--- config.mk ---
export PLATFORM = sky130hd
export DESIGN_NAME = pwm_multi_v3
export DESIGN_NICKNAME = d
export VERILOG_FILES = /design/src/rtl/pwm_v3_pkg.sv /design/src/rtl/pwm_v3_channel.sv /design/src/rtl/pwm_multi_v3.sv
export SDC_FILE = /design/constraint.sdc
export NUM_CORES = 1
export LEC_CHECK = 0
export BUFFER_PORTS_ARGS = -buffer_cell sky130_fd_sc_hd__clkbuf_2
export CAP_MARGIN = 20
export CORE_MARGIN = 5
export CORE_UTILIZATION = 45
export CTS_CLUSTER_SIZE = 16
export DETAILED_ROUTE_END_ITERATION = 8
export PLACE_DENSITY_LB_ADDON = 0.08
export SLEW_MARGIN = 40
export SYNTH_ARGS = -nofsm -noshare
export SYNTH_HDL_FRONTEND = slang
export SYNTH_HIERARCHICAL = 1
export SYNTH_SLANG_ARGS = --single-unit
--- constraint.sdc ---
create_clock -name clk -period 6.2 [get_ports clk]
set_input_delay 0.31 -clock clk [delete_from_list [all_inputs] [get_ports clk]]
set_output_delay 0.31 -clock clk [all_outputs]
set_load 0.02 [all_outputs]
--- src/rtl/pwm_v3_pkg.sv ---
// rtl/pwm_v3_pkg.sv - shared register map, mode enum and bit positions for pwm_multi_v3
package pwm_v3_pkg;

  localparam int ADDR_PERIOD = 0;
  localparam int ADDR_CTRL   = 1;
  localparam int ADDR_STATUS = 2;
  localparam int ADDR_POL    = 3;
  localparam int ADDR_DUTY0  = 4;

  localparam int CTRL_EN_BIT   = 0;
  localparam int CTRL_MODE_BIT = 1;
  localparam int CTRL_LOAD_BIT = 2;

  localparam int STAT_DOWN_BIT = 30;
  localparam int STAT_PEND_BIT = 31;

  typedef enum logic {
    PWM_EDGE   = 1'b0,
    PWM_CENTRE = 1'b1
  } pwm_mode_e;

endpackage

--- src/rtl/pwm_v3_channel.sv ---
// rtl/pwm_v3_channel.sv - one PWM channel: shadow/active duty, compare, polarity, output register
module pwm_v3_channel
  import pwm_v3_pkg::*;
#(
  parameter int CNT_W = 16
) (
  input  logic             clk,
  input  logic             clr,
  input  logic             wr_en,
  input  logic [CNT_W-1:0] wr_duty,
  input  logic             load,
  input  logic             enable,
  input  logic             down,
  input  logic [CNT_W-1:0] cnt,
  input  logic             pol,
  output logic [CNT_W-1:0] duty_shadow,
  output logic             pwm_out
);

  logic [CNT_W-1:0] duty_active;
  logic             raw;

  // The down phase uses <= so the high time is symmetric around the period start.
  always_comb begin
    raw = 1'b0;
    if (enable) begin
      if (down) raw = (cnt <= duty_active);
      else      raw = (cnt <  duty_active);
    end
  end

  always_ff @(posedge clk) begin
    if (clr) begin
      duty_shadow <= '0;
      duty_active <= '0;
      pwm_out     <= 1'b0;
    end else begin
      if (wr_en) duty_shadow <= wr_duty;
      if (load)  duty_active <= wr_en ? wr_duty : duty_shadow;
      pwm_out <= raw ^ pol;
    end
  end

endmodule

--- src/rtl/pwm_multi_v3.sv ---
// rtl/pwm_multi_v3.sv - multi-channel PWM with shadowed period/duty, edge/centre modes and register bus
module pwm_multi_v3
  import pwm_v3_pkg::*;
#(
  parameter int CH_NUM = 8,
  parameter int CNT_W  = 16,
  parameter int ADDR_W = $clog2(CH_NUM + 4)
) (
  input  logic              clk,
  input  logic              clr,
  input  logic              cs,
  input  logic              wr_n,
  input  logic [ADDR_W-1:0] addr,
  input  logic [31:0]       wr_data,
  output logic [31:0]       rd_data,
  output logic [CH_NUM-1:0] pwm_out,
  output logic              period_tick
);

  logic             wr_en;
  logic             rd_en;
  logic [CNT_W-1:0] wdat;
  logic             unused_wr_bits;

  assign wr_en          = cs & ~wr_n;
  assign rd_en          = cs & wr_n;
  assign wdat           = wr_data[CNT_W-1:0];
  assign unused_wr_bits = ^wr_data;

  logic [CNT_W-1:0]  period_shadow;
  logic [CNT_W-1:0]  period_active;
  logic [CNT_W-1:0]  period_next;
  logic              enable;
  logic              pending;
  pwm_mode_e         mode_shadow;
  pwm_mode_e         mode_active;
  pwm_mode_e         mode_next;
  pwm_mode_e         mode_eff;
  logic [CH_NUM-1:0] polarity;

  logic [CNT_W-1:0] cnt;
  logic [CNT_W-1:0] cnt_adv;
  logic             down;
  logic             down_adv;
  logic             wrap;

  logic              wr_period;
  logic              wr_ctrl;
  logic              wr_pol;
  logic [CH_NUM-1:0] wr_duty;
  logic              force_load;
  logic              load;

  logic [CNT_W-1:0] duty_shadow [CH_NUM];
  logic [31:0]      rd_mux;

  assign wr_period  = wr_en && (addr == ADDR_W'(ADDR_PERIOD));
  assign wr_ctrl    = wr_en && (addr == ADDR_W'(ADDR_CTRL));
  assign wr_pol     = wr_en && (addr == ADDR_W'(ADDR_POL));
  assign force_load = wr_ctrl && wr_data[CTRL_LOAD_BIT];

  // A write landing on the load edge goes straight into the active copy.
  assign period_next = wr_period ? wdat : period_shadow;
  assign mode_next   = wr_ctrl ? pwm_mode_e'(wr_data[CTRL_MODE_BIT]) : mode_shadow;
  assign load        = !enable || force_load || wrap;
  assign mode_eff    = load ? mode_next : mode_active;

  // Next counter position under the currently active period and mode.
  always_comb begin
    cnt_adv  = cnt;
    down_adv = 1'b0;
    wrap     = 1'b0;
    if (period_active == '0) begin
      cnt_adv = '0;
      wrap    = 1'b1;
    end else if (mode_active == PWM_EDGE) begin
      if (cnt >= period_active) begin
        cnt_adv = '0;
        wrap    = 1'b1;
      end else begin
        cnt_adv = cnt + CNT_W'(1);
      end
    end else if (!down) begin
      if (cnt >= period_active - CNT_W'(1)) begin
        cnt_adv  = period_active;
        down_adv = 1'b1;
      end else begin
        cnt_adv = cnt + CNT_W'(1);
      end
    end else begin
      if (cnt <= CNT_W'(1)) begin
        cnt_adv = '0;
        wrap    = 1'b1;
      end else begin
        cnt_adv  = cnt - CNT_W'(1);
        down_adv = 1'b1;
      end
    end
  end

  always_ff @(posedge clk) begin
    if (clr) begin
      period_shadow <= '0;
      period_active <= '0;
      enable        <= 1'b0;
      mode_shadow   <= PWM_EDGE;
      mode_active   <= PWM_EDGE;
      polarity      <= '0;
      pending       <= 1'b0;
      cnt           <= '0;
      down          <= 1'b0;
      period_tick   <= 1'b0;
    end else begin
      if (wr_period) period_shadow <= wdat;
      if (wr_ctrl) begin
        enable      <= wr_data[CTRL_EN_BIT];
        mode_shadow <= pwm_mode_e'(wr_data[CTRL_MODE_BIT]);
      end
      if (wr_pol) polarity <= wr_data[CH_NUM-1:0];

      if (load) begin
        period_active <= period_next;
        mode_active   <= mode_next;
      end

      if (load)                        pending <= 1'b0;
      else if (wr_period || |wr_duty) pending <= 1'b1;

      // Forced reloads that leave the counter beyond the new limit restart the period.
      if (!enable) begin
        cnt  <= '0;
        down <= 1'b0;
      end else if (force_load && (cnt_adv > period_next)) begin
        cnt  <= '0;
        down <= 1'b0;
      end else begin
        cnt  <= cnt_adv;
        down <= down_adv && (mode_eff == PWM_CENTRE);
      end

      period_tick <= enable && (cnt == '0) && !down;
    end
  end

  for (genvar g = 0; g < CH_NUM; g++) begin : g_ch
    assign wr_duty[g] = wr_en && (addr == ADDR_W'(ADDR_DUTY0 + g));

    pwm_v3_channel #(
      .CNT_W(CNT_W)
    ) u_ch (
      .clk        (clk),
      .clr        (clr),
      .wr_en      (wr_duty[g]),
      .wr_duty    (wdat),
      .load       (load),
      .enable     (enable),
      .down       (down),
      .cnt        (cnt),
      .pol        (polarity[g]),
      .duty_shadow(duty_shadow[g]),
      .pwm_out    (pwm_out[g])
    );
  end

  always_comb begin
    rd_mux = '0;
    if (addr == ADDR_W'(ADDR_PERIOD)) begin
      rd_mux = 32'(period_shadow);
    end else if (addr == ADDR_W'(ADDR_CTRL)) begin
      rd_mux[CTRL_EN_BIT]   = enable;
      rd_mux[CTRL_MODE_BIT] = mode_shadow;
    end else if (addr == ADDR_W'(ADDR_STATUS)) begin
      rd_mux                = 32'(cnt);
      rd_mux[STAT_DOWN_BIT] = down;
      rd_mux[STAT_PEND_BIT] = pending;
    end else if (addr == ADDR_W'(ADDR_POL)) begin
      rd_mux = 32'(polarity);
    end else begin
      for (int i = 0; i < CH_NUM; i++) begin
        if (addr == ADDR_W'(ADDR_DUTY0 + i)) rd_mux = 32'(duty_shadow[i]);
      end
    end
  end

  always_ff @(posedge clk) begin
    if (clr)        rd_data <= '0;
    else if (rd_en) rd_data <= rd_mux;
  end

endmodule

==> summary.md, run 1 <==
| Metric | Value |
|---|---|
| Sum Neg Setup Slack | 0 ns |
| I/O Pins | 81 |
| Static leakage | 0.00830 uW |
| First-pass GRT wire length | 94.6 mm |
| Ys flop type | dfxtp_1 |
| Status | completed |
| Multiplexer share of the synthesized area | 11.9% |
| Ys async rst share | 0% |
| Startpoint types | register |
| PD cells | 233 mW/mm^2 |
| Mean Syn Cell Area | 8.82 sq um |
| Clock buffer depth | 3 |
| Final period util | 88.4% |
| Clock period minus worst slack | 5.48 ns |
| Root buf cell | clkbuf_16 |
| Global route hottest layer | met2 |
| Core Area | 0.0419 sq mm |
| Overall die height | 216 um |
| DR pass1 iterations | 5 |
| Setup bufs post-CTS | 0 |
| Largest net degree at the start of global routing | 153 |
| Met1 GRT Util | 36.5% |
| Final setup vio count | 0 |
| Synth Area in Simple Gates | 15.6% |
| # clock sinks | 344 |
| Pre-CTS WS | 0.610 ns |
| Area Growth Syn to Fin | 11.1% |
| Adder-cell share of the synthesized area | 11.9% |
| Drt initial violations | 1,328 |
| Cell mode on critical path | nor4_1 |
| Total number of yosys warnings | 6 |
| Critical Path RT | 6.68 ns |
| Utilization after layout | 50.5% |
| Overall fraction of global-route tracks in use | 26.4% |
| Worst-Skew Late Latency | 0.56 ns |
| #FFs+latches synth | 344 |
| Final WL | 62.9 mm |
| Post-CTS Hold Fix Bufs | 0 |
| FP Rows | 75 |
| Measured slew at the worst slew-check pin | 0.892 ns |
| DIE WIDTH | 216 um |
| WHS | 0.168 ns |
| Total gr overflow | 0 |
| Largest family of logic cells by synthesized area | compound AO/OA/AOI/OAI gates |
| Worst slew margin | 40.4% |
| Cell count after synthesis | 2,161 |
| Synth cell types | 72 |
| CP peak stage delay | 0.52 ns |
| Clock-pin transition on the worst setup and hold timing paths | 0.06 ns |
| Worst-path cell chain | nor4_1 -> nand3_1 -> or2_2 -> nor4_1 -> xnor2_1 -> ha_1 -> nand2_1 -> nor2_1 -> a211oi_1 -> a211o_1 -> a31oi_1 -> buf_4 -> nand2_1 -> o221ai_1 -> nor2b_1 -> ha_1 -> and4_1 -> nand4_1 -> nor4_1 -> o31ai_1 -> o31ai_1 -> nand2b_2 -> nor2b_1 |
| Post-synthesis xor/xnor area fraction | 1.65% |
| GR met3 Demand/Resource | 3.67% |
| Total Power | 4940 uW |
| Die footprint | 0.0466 sq mm |
| Starting Density | 45.4% |
| CTS Buf Count | 40 |
| Routed Antenna Nets | 0 |
| DRC viols | 0 |
| Synth area leader | dfxtp_1 |
| CP Max Fanout | 16 |
| Initial antenna violation count | 0 |
| Slew Viols, Final | 0 |
| Register area share after synthesis | 36.1% |
| CTS tree | yes |
| GR Util met2 | 41.6% |
| Crit path kind | register to register |
| Layout cells sized above 1 | 10.8% |
| Max-cap viol count | 0 |
| Post-synth EDFFs | 0 |
| Most common cell after layout, fill and taps aside | nor2_1 |
| IO buf count | 50 |
| Via count | 15,900 |
| VDD IR max | 245 uV |
| H-tree depth | 2 |
| Post-Syn Area | 0.0191 sq mm |
| Via/cell ratio | 5.83 |
| Post-synth top area share | 36.1% |
| Crit path capture type | register |
| Most frequent cells in the layout | nor2_1 (376), dfxtp_1 (343), ha_1 (181) |
| Synth Area in Compound Gates | 16.1% |
| FMAX | 182 MHz |
| DR WL/cell | 23.0 um |
| Slowest CP cell | nor4_1 |
| Number of global-route vias before repair | 15,400 |
| Hpwl dp | 44.5 mm |
| Final #Nets | 2,387 |
| Setup Skew | 0.0217 ns |
| Arr. time, crit path | 5.96 ns |
| Final Wtd Congestion | 0.889 |
| Synth area leaders | dfxtp_1 (36%), ha_1 (12%), mux2i_1 (8.7%) |
| Min setup slack post-route | 0.720 ns |
| RSZ-0062 raised after global routing | no |
| Antenna cells | 0 |
| Hold Crit Class | input port to register |
| Hold Fails Final Rpt | 0 |
-- report_power, final --
part | switching [uW] | internal [uW] | total [uW]
combinational | 213 | 85.2 | 298
sequential | 13.8 | 2230 | 2250
clock | 949 | 1450 | 2400
total | 1180 | 3770 | 4940
-- synthesized netlist by cell type, drive strengths merged (11+ instances only) --
master and number:
a211oi 143, a21o 13, a21oi 84, a22oi 11, a31oi 15, buf 44, clkbuf 102, dfxtp 344
ha 181, inv 168, mux2i 166, mux4 22, nand2 75, nand2b 11, nand3 26, nand4 41
nor2 384, nor2b 36, nor3 23, nor4 11, o211ai 13, o21ai 57, o22ai 12, o31ai 25
xnor2 24, xor2 12
-- layer usage --
metal | share of wire (%) | routed length [um]
met1 | 46 | 28800
met2 | 44 | 27900
met3 | 5.5 | 3480
met4 | 4.2 | 2620
met5 | 0 | 0
-- registers in the layout (all words and copies together) (netlist names) --
signal / count
enable: 1
g_ch.u_ch/pwm_out: 8
pending: 1
down: 1
g_ch.u_ch/duty_active: 128
polarity: 8
mode_shadow: 1
mode_active: 1
rd_data: 18
period_active: 16
g_ch.u_ch/duty_shadow: 128
period_shadow: 16
cnt: 16
period_tick: 1
-- cell families (layout without fill, tap and decap cells) --
group / count (synthesis) / in the layout
buffers and inverters: 315 / 333
AO/OA/AOI/OAI: 440 / 440
AND/OR/NAND/NOR: 646 / 646
multiplexers: 198 / 198
XOR/XNOR: 36 / 36
other: 1 / 14
adder cells (fa/ha/maj): 181 / 181
flip-flops: 344 / 344
-- metrics by stage --
step           std cells  instance area [sq um]
2_1_floorplan       2174                  19100
3_3_place_gp        2660                  19800
3_5_place_dp        2663                  19900
4_1_cts             2731                  21200
5_1_grt             2731                  21200
6_report            2731                  21200
-- final timing paths --
kind                          from                            to  slack [ns]  cells past startpoint
setup / recovery  period_active[2]                        cnt[2]        0.72                     23
hold / removal                 clr  g_ch[3].u_ch/duty_shadow[10]        0.17                      2
setup reg to reg  period_active[2]                        cnt[2]        0.72                     23
hold reg to reg        rd_data[30]                   rd_data[30]        0.46                      2
-- worst max-delay path: cells and delay by family (launching register included) --
kind | cells | cell delay, ns
AOI/OAI and AO/OA | 6 | 0.94
xor gates and xnor gates | 1 | 0.17
adders and majority gates | 2 | 0.59
buffers and inverters | 1 | 0.23
DFF | 1 | 0.36
and+or+nand+nor | 13 | 3.11
-- timing repair --
item	4_1_cts	5_1_grt
endpoints found under the setup margin	0	12
endpoints found under the hold margin	0	0
gates resized for setup	0	1
-- final cells by class --
| type | instances | area [sq um] |
|---|---|---|
| fillers | 4065 | 20800 |
| multi-input cells | 1515 | 11000 |
| flip-flops and latches | 344 | 6890 |
| clock buffers | 52 | 1100 |
| well taps | 539 | 674 |
| repair buffers | 96 | 653 |
| inverters | 169 | 647 |
| clock inverters | 16 | 215 |
(Power assumes the default switching activity.)
==> run 2, diff against run 1 <==
--- a/config.mk
+++ b/config.mk
@@ -9,6 +9,7 @@
 export CAP_MARGIN = 20
 export CORE_MARGIN = 5
 export CORE_UTILIZATION = 45
+export CTS_BUF_LIST = sky130_fd_sc_hd__clkbuf_8
 export CTS_CLUSTER_SIZE = 16
 export DETAILED_ROUTE_END_ITERATION = 8
 export PLACE_DENSITY_LB_ADDON = 0.08
==> summary.md, run 2 (synthesis gave the netlist of run 1 again) <==
| Metric | Value |
|---|---|
| Status | completed (unchanged) |
| Drt initial violations | 1,179 (was 1,328) |
| Crit path from | period_active[2] (unchanged) |
| Final period util | 88.6% (was 88.4%) |
| Measured slew at the worst slew-check pin | 0.871 ns (was 0.892 ns) |
| Worst hold start | clr (unchanged) |
| DIE WIDTH | 216 um (unchanged) |
| Worst-Skew Late Latency | 0.67 ns (was 0.56 ns) |
| Hold Crit Class | input port to register (unchanged) |
| Dpl cells | 2,663 (unchanged) |
| FP Rows | 75 (unchanged) |
| Slew Viols, Final | 0 (unchanged) |
| Area Growth Syn to Fin | 10.7% (was 11.1%) |
| Initial antenna violation count | 0 (unchanged) |
| Startpoint types | register (unchanged) |
| Register-to-register setup slack | 0.71 ns (was 0.72 ns) |
| Reg2Reg Depth | 23 (unchanged) |
| Worst slew margin | 41.8% (was 40.4%) |
| Clock-pin transition on the worst setup and hold timing paths | 0.07 ns (was 0.06 ns) |
| CTS tree | yes (unchanged) |
| Overall die height | 216 um (unchanged) |
| I/O Pins | 81 (unchanged) |
| DRC viols | 0 (unchanged) |
| Most common cell after layout, fill and taps aside | nor2_1 (unchanged) |
| FF-to-FF Start | period_active[2] (unchanged) |
| RSZ-0062 raised after global routing | no (unchanged) |
| Largest registers | g_ch.u_ch/duty_active: 128 flops, g_ch.u_ch/duty_shadow: 128 flops, rd_data: 18 flops (unchanged) |
| Hpwl dp | 44.5 mm (unchanged) |
| Via count | 15,900 (about the same) |
| Final #Nets | 2,406 (was 2,387) |
| CTS Buf Count | 59 (was 40) |
| DR WL/cell | 23.0 um (about the same) |
| Root buf cell | clkbuf_8 (was clkbuf_16) |
| Final setup vio count | 0 (unchanged) |
| VDD IR max | 185 uV (was 245 uV) |
| Crit path kind | register to register (unchanged) |
| Die footprint | 0.0466 sq mm (unchanged) |
| DR pass1 iterations | 5 (unchanged) |
| Routed Antenna Nets | 0 (unchanged) |
| FMAX | 182 MHz (about the same) |
| CP endpoint | cnt[2] (unchanged) |
| Number of global-route vias before repair | 15,600 (was 15,400) |
| Via/cell ratio | 5.75 (was 5.83) |
| PD cells | 224 mW/mm^2 (was 233 mW/mm^2) |
| Arr. time, crit path | 6.10 ns (was 5.96 ns) |
| Crit path capture type | register (unchanged) |
| IO buf count | 50 (unchanged) |
| Total gr overflow | 0 (unchanged) |
| Core Area | 0.0419 sq mm (unchanged) |
| Most frequent cells in the layout | nor2_1 (376), dfxtp_1 (343), ha_1 (181) (unchanged) |
| FF-to-FF End | cnt[2] (unchanged) |
| Largest net degree at the start of global routing | 153 (unchanged) |
| Clock buffer depth | 3 (unchanged) |
| # clock sinks | 344 (unchanged) |
| Hold Fails Final Rpt | 0 (unchanged) |
| Static leakage | 0.00836 uW (was 0.00830 uW) |
| Setup Skew | 0.0484 ns (was 0.0217 ns) |
| Antenna cells | 0 (unchanged) |
| Sum Neg Setup Slack | 0 ns (unchanged) |
| Overall fraction of global-route tracks in use | 26.6% (was 26.4%) |
| Max-cap viol count | 0 (unchanged) |
| H-tree depth | 2 (unchanged) |
| Starting Density | 45.4% (unchanged) |
| CP Max Fanout | 16 (unchanged) |
| Final non-filler cell total | 2,768 (was 2,731) |
| First-pass GRT wire length | 95.0 mm (was 94.6 mm) |
| Final Wtd Congestion | 0.889 (unchanged) |
| Final WL | 63.5 mm (was 62.9 mm) |
| Layout cells sized above 1 | 12.0% (was 10.8%) |
| Setup bufs post-CTS | 0 (unchanged) |
| Critical Path RT | 6.80 ns (was 6.68 ns) |
| Clock period minus worst slack | 5.49 ns (was 5.48 ns) |
==> run 2: cell count changes in the layout (fill, tap and decap cells not counted) <==
cell / delta
nor2b_1: +1
clkbuf_16: -41
clkbuf_1: -8
inv_1: +12
bufinv_16: -2
nor2b_2: -1
clkbuf_8: +71
clkinvlp_4: -3
clkinv_4: +1
clkinv_2: +7
==> run 2: layout make-up <==
| class | instances | area (sq um) |
|---|---|---|
| Inverter | 169 | 647 |
| Clock buffer | 74 | 1020 |
| Tap cell | 539 | 674 |
| Sequential cell | 344 | 6890 |
| Timing Repair Buffer | 96 | 653 |
| Multi-Input combinational cell | 1515 | 11000 |
| Fill cell | 4099 | 20900 |
| Clock inverter | 31 | 221 |
==> run 2: through the flow <==
| step | hold slack [ns] | total power [uW] | setup slack [ns] | utilization (%) | instance area (sq um) |
|---|---|---|---|---|---|
| after detailed placement | 0.457 | 2590 | 0.610 | 47.3 | 19900 |
| after floorplan | 0.447 | 2480 | 1.46 | - | 19100 |
| final | 0.0735 | 4730 | 0.707 | 50.3 | 21100 |
| after global placement | 0.453 | 2580 | 0.802 | 47.2 | 19800 |
| after CTS | 0.0608 | 4770 | 0.566 | 50.3 | 21100 |
| after global routing | 0.106 | 4890 | 0.178 | 50.3 | 21100 |
==> run 2: repair_timing <==
item | CTS | global route
resized for setup | 0 | 1
hold buffers | 0 | 0
endpoints found under the setup margin | 0 | 12
hold endpoints to repair | 0 | 0
==> run 2: layer usage <==
metal,track usage (%),wire length [um]
met4,10.2,2400
met2,42.1,28500
met5,0,0
met3,4.05,3660
met1,36.6,29000
==> run 2: where the power goes <==
group          internal, uW  switching [uW]
logic                  85.1             212
registers              2230            13.7
clock network          1200             986
==> run 2: worst max-delay path: stages (launching register included) <==
cell and delay (ns):
dfxtp_1 0.36, nor4_1 0.53, nand3_1 0.29, or2_2 0.37, nor4_1 0.24, xnor2_1 0.17
ha_1 0.27, nand2_1 0.07, nor2_1 0.04, a211oi_1 0.36, a211o_1 0.19, a31oi_1 0.04
buf_4 0.23, nand2_1 0.09, o221ai_1 0.12, nor2b_1 0.17, ha_1 0.31, and4_1 0.17
nand4_1 0.25, nor4_1 0.35, o31ai_1 0.11, o31ai_1 0.12, nand2b_2 0.35, nor2b_1 0.20
==> run 2: how the worst min path moves through the flow <==
stage | end | cells past startpoint
floorplan | rd_data[31] | 2
detailed placement | rd_data[30] | 2
global placement | rd_data[31] | 2
finish | g_ch[3].u_ch/duty_shadow[10] | 2
global route | g_ch[2].u_ch/duty_shadow[8] | 2
CTS | polarity[5] | 3
